<file path="config.mk">
export PLATFORM = sky130hd
export DESIGN_NAME = song_player
export DESIGN_NICKNAME = d
export VERILOG_FILES = /design/src/rtl/song_pkg.sv /design/src/rtl/note_decode.sv /design/src/rtl/song_player.sv
export SDC_FILE = /design/constraint.sdc
export NUM_CORES = 1
export LEC_CHECK = 0
export CAP_MARGIN = 20
export CORE_AREA = 2 2 63 124
export CTS_CLUSTER_DIAMETER = 100
export DETAILED_ROUTE_END_ITERATION = 12
export DIE_AREA = 0 0 65 126
export GPL_ROUTABILITY_DRIVEN = 1
export PLACE_DENSITY = 0.74
export SYNTH_ARGS = -nofsm -noshare
export SYNTH_HDL_FRONTEND = slang
export SYNTH_SLANG_ARGS = --single-unit
</file>
<file path="constraint.sdc">
create_clock -name clk -period 2.15 [get_ports clk]
set_input_delay 0.43 -clock clk [delete_from_list [all_inputs] [get_ports clk]]
set_output_delay 0.43 -clock clk [all_outputs]
set_load 0.05 [all_outputs]
</file>
<file path="src/rtl/song_pkg.sv">
// song_pkg: shared constants, divider table and state encoding for the song player.
package song_pkg;
  localparam logic [8:0] DIV_TABLE [12] = '{
    9'd511, 9'd482, 9'd455, 9'd430, 9'd405, 9'd383,
    9'd361, 9'd341, 9'd322, 9'd303, 9'd286, 9'd270
  };
  localparam logic [7:0] NOTE_REST = 8'h00;
  localparam logic [7:0] NOTE_END  = 8'hFF;
  typedef enum logic [2:0] {IDLE, FETCH, LOAD, PLAY, DONE} state_t;
endpackage

</file>
<file path="src/rtl/note_decode.sv">
// note_decode: splits a 6-bit note code into octave (code/12) and semitone (code%12).
module note_decode (
  input  logic [5:0] code,
  output logic [2:0] octave,
  output logic [3:0] semitone
);
  assign octave   = 3'(code / 6'd12);
  assign semitone = 4'(code % 6'd12);
endmodule

</file>
<file path="src/rtl/song_player.sv">
// song_player: sequences note codes from an external ROM into a square-wave speaker output.
module song_player
  import song_pkg::*;
#(
  parameter int ADDR_W      = 8,
  parameter int STEP_CYCLES = 4194304,
  parameter int GAP_CYCLES  = 262144,
  parameter int DIV_W       = 9,
  parameter int OCT_W       = 8
) (
  input  logic              clk,
  input  logic              reset,
  input  logic              start,
  input  logic              stop,
  input  logic              pause,
  input  logic              loop_en,
  output logic [ADDR_W-1:0] rom_addr,
  input  logic [7:0]        rom_data,
  output logic              speaker,
  output logic              busy,
  output logic              done
);
  state_t state, state_n;
  logic [2:0] dec_oct, note_oct;
  logic [3:0] dec_semi, note_semi;
  logic note_rest, spk, run, is_end, step_last, addr_last;
  logic [DIV_W-1:0] note_cnt, div;
  logic [OCT_W-1:0] oct_cnt, oct_reload;
  logic [31:0] step_cnt;

  note_decode u_dec (.code(rom_data[5:0]), .octave(dec_oct), .semitone(dec_semi));

  assign div        = DIV_W'(DIV_TABLE[note_semi]) << (DIV_W - 9);
  assign oct_reload = {OCT_W{1'b1}} >> note_oct;
  assign is_end     = rom_data == NOTE_END;
  assign step_last  = step_cnt == STEP_CYCLES - 1;
  assign addr_last  = &rom_addr;
  assign run        = !(pause && state != IDLE);
  assign busy       = state == FETCH || state == LOAD || state == PLAY;
  assign done       = state == DONE;
  // Gating keeps the pin silent in every non-PLAY cycle while pause can still hold it high.
  assign speaker    = spk && state == PLAY;

  always_comb begin
    state_n = state;
    case (state)
      IDLE:    state_n = start ? FETCH : IDLE;
      FETCH:   state_n = LOAD;
      LOAD:    state_n = !is_end ? PLAY : loop_en ? FETCH : DONE;
      PLAY:    state_n = !step_last ? PLAY : (!addr_last || loop_en) ? FETCH : DONE;
      DONE:    state_n = start ? FETCH : IDLE;
      default: state_n = IDLE;
    endcase
  end

  always_ff @(posedge clk)
    if (reset || stop) begin
      state     <= IDLE;
      rom_addr  <= '0;
      spk       <= 1'b0;
      step_cnt  <= '0;
      note_cnt  <= '0;
      oct_cnt   <= '0;
      note_oct  <= '0;
      note_semi <= '0;
      note_rest <= 1'b0;
    end else if (run) begin
      state <= state_n;
      if (state == PLAY && step_last) rom_addr <= rom_addr + 1'b1;
      else if (state_n == FETCH) rom_addr <= '0;
      if (state == LOAD) begin
        note_oct  <= dec_oct;
        note_semi <= dec_semi;
        note_rest <= rom_data == NOTE_REST;
        step_cnt  <= '0;
        note_cnt  <= '0;
        oct_cnt   <= '0;
        spk       <= 1'b0;
      end else if (state == PLAY) begin
        step_cnt <= step_cnt + 1;
        note_cnt <= note_cnt == '0 ? div : note_cnt - 1'b1;
        if (note_cnt == '0) oct_cnt <= oct_cnt == '0 ? oct_reload : oct_cnt - 1'b1;
        spk <= (note_rest || step_cnt < GAP_CYCLES) ? 1'b0 :
               (note_cnt == '0 && oct_cnt == '0) ? ~spk : spk;
      end
    end
endmodule

</file>
==> metrics.md <==
| Metric | Value |
|---|---|
| Outcome | complete, but fails checks |
| Failing checks | negative setup slack |
| Vias in the first global route | 3888 |
| Clock transition at path regs | 0.05 ns |
| Commonest cells after routing, fill and taps aside | buf_4 (87), nor2_1 (80), dfxtp_1 (50) |
| Hold endpoint | note_rest |
| Number of synthesized flops with an enable pin | 0 |
| Routed via count | 3905 |
| Most common cell after layout, fill and taps aside | buf_4 |
| Placement Rows | 44 |
| Sequential share of the synthesized area | 0.369 |
| Synth Warn # | 0 |
| Clock Tree Buf Depth | 2 |
| Setup slack, reg-to-reg | -0.24 ns |
| Skew-Pair Late Insertion Delay | 0.34 ns |
| Hold Slack | 0.457 ns |
| Pwr/cell area | 541 mW/mm² |
| Max-Cap Viols | 0 |
| Initial Utilization | 0.520 |
| Synth unique cells | 54 |
| Type of origin of the critical path | flip-flop |
| CP peak stage delay | 0.47 ns |
| Std-Cell Core Area | 0.00721 mm² |
| Final Setup Violations | 11 |
| CTS sink count | 69 |
| DIE WIDTH | 65 µm |
| Synth Cell Area | 0.00375 mm² |
| Finished Cell Area | 0.00516 mm² |
| Fraction of layout cells with a size suffix above 1 | 0.273 |
| Yosys reg bits | 69 |
| Initial antenna violation count | 0 |
| DR iter-0 viols | 211 |
| Placed Area | 0.00467 mm² |
| DRC errors left | 0 |
| Post-synth top area cell | dfxtp_1 |
| CTS Root Cell | clkbuf_16 |
| Async SR Flop Fraction | 0 |
| Critical Path RT | 2.42 ns |
| Die area | 0.00819 mm² |
| Buf+Inv Stages, Crit Path | 1 |
| Final Critical Period | 2.39 ns |
| Slew HR | 0.615 |
| Worst EP arrival | 2.66 ns |
| Final hold viol count | 0 |
| Overall routed net length | 10.5 mm |
| CP endpoint kind | flip-flop |
| # IOs | 25 |
| R2R depth | 9 |
| CTS tree | done |
| Detailed Routing Iterations Pass 1 | 4 |
| H-tree levels | 3 |
| Reg-to-reg startpoint | step_cnt[0] |
| CP Max Fanout | 5 |
| P_leak | 0.00195 µW |
| Main area contributors after synthesis | dfxtp_1 (37%), nor2_1 (8.1%), a21oi_1 (6.3%), xor2_1 (5.4%), nand2_1 (4.9%) |
| ANT nets after route | 0 |
| Worst Slack Setup Final | -0.236 ns |
| Cells after Synth | 482 |
| Final critical-path share of the clock period | 1.11 |
| Slew @ Worst Pin | 0.577 ns |
| Final non-filler cell total | 682 |
| Slew Viols, Final | 0 |
| Fmax | 0.419 GHz |
| DP Cell Count | 658 |
| Vias/cell | 5.73 |
| Synth Net Count | 506 |
| P&R area growth vs syn | 37.6% |
| R2R Path End | rom_addr[5] |
| Layout Nets | 609 |
| Dominant synthesized flop cell | dfxtp_1 |
| Die Span Y | 126 µm |
| GP Congestion | 0.914 |
| Overall Power | 2790 µW |
| Delay-heaviest family, CP | simple AND/OR/NAND/NOR gates |
| Hold depth | 2 |
| Gr usage total | 0.267 |
| Port bufs | 24 |
| Worst min path class | flip-flop to flip-flop |
| Crit path cell chain | ha_4 > nand4_1 > or4_4 > o41ai_4 > a21o_1 > a21boi_2 > buf_4 > or4_1 > a21oi_2 |
| WS Path Type | flip-flop to flip-flop |
| Synth Area per Inst | 7.77 µm² |
| Global-route wire length before repair | 17.1 mm |
| CTS buffer count | 9 |
| Post-detail-place hpwl | 7.40 mm |
| RSZ-0062 raised after global routing | yes |
| Largest net degree at the start of global routing | 32 |
| Antenna cell count | 0 |
| Synth top area share | 0.369 |
| Worst Min Path Start | note_rest |
| Maximum vdd drop | 434 µV |
| Routed length per instance | 15.3 µm |
| Clock skew | 0.00388 ns |
| CP max stage cell | or4_4 |
| Gr ovfl total | 0 |
[layout make-up]
class | instances | area, µm²
inverters | 17 | 63.8
fillers | 566 | 2050
flip-flops and latches | 69 | 1410
multi-input cells | 377 | 2400
repair buffers | 111 | 917
clock buffers | 12 | 236
clock inverters | 4 | 15.0
well taps | 92 | 115
[registers in the layout, indices dropped and copies added (netlist names)]
signal and flops:
note_rest 1, note_semi 4, note_oct 3, rom_addr 8, step_cnt 32, state 3
oct_cnt 8, spk 1, note_cnt 9
[where the power goes]
part           switching (µW)  internal, µW  total (µW)
Combinational             115          98.6         213
Clock                     524           765        1290
Sequential               6.76          1280        1290
[synth_stat cells (6+ instances only)]
cell and count:
a21oi_1 47, clkbuf_1 17, dfxtp_1 69, ha_1 10, inv_1 17, nand2_1 49, nand2b_1 6, nand3_1 17
nand4_1 15, nor2_1 81, nor3_1 11, nor4_1 7, o21ai_0 20, or3_1 11, or4_1 8, xnor2_1 10
xor2_1 23
[worst register-to-register path, stage by stage, from the launching register on]
cell      delay (ns)
dfxtp_2         0.35
ha_4            0.13
nand4_1         0.10
or4_4           0.47
o41ai_4         0.25
a21o_1          0.22
a21boi_2        0.08
buf_4           0.17
or4_1           0.42
a21oi_2         0.12
[metal layers]
layer	vias up	global-route usage	part of all wire
met3	27	0.0527	0.028
met4	0	0.118	0.033
met5	-	0	0
met1	1886	0.250	0.35
li1	1914	-	-
met2	78	0.527	0.59
[per-stage QoR]
step	setup WS, ns	utilization	TNS (ns)
after global routing	-0.332	0.715	-2.32
final	-0.236	0.715	-1.37
after global placement	-0.517	0.647	-11.58
after floorplan	-0.159	-	-0.571
after CTS	-0.217	0.696	-1.16
after detailed placement	-0.570	0.647	-13.89
[how the worst max path moves through the flow]
stage          slack (ns)         from  cells past startpoint           end
3_5_place_dp        -0.57        pause                      8  step_cnt[26]
4_1_cts             -0.22  step_cnt[0]                      9   rom_addr[5]
5_1_grt             -0.33  step_cnt[0]                      9   rom_addr[6]
6_report            -0.24  step_cnt[0]                      9   rom_addr[5]
2_1_floorplan       -0.16        pause                      7  step_cnt[26]
3_3_place_gp        -0.52        pause                      8  step_cnt[30]
[cells by family (layout without fill, tap and decap cells)]
logic type | after synthesis | count (layout) | share of synthesized area
XOR/XNOR | 33 | 33 | 0.0771
AO/OA/AOI/OAI | 99 | 99 | 0.162
multiplexers | 6 | 6 | 0.0167
adder cells (fa/ha/maj) | 10 | 10 | 0.0334
flip-flops | 69 | 69 | 0.369
buffers and inverters | 36 | 144 | 0.0367
AND/OR/NAND/NOR | 229 | 229 | 0.306
[what timing repair did]
action | CTS | global route
hold buffers | 0 | 0
setup endpoints to repair | 23 | 24
gates cloned | 1 | 0
gates resized for setup | 13 | 32
buffers inserted | 5 | 2
pin swaps | 7 | 9
Note: power is estimated with default switching activity, not from simulation.
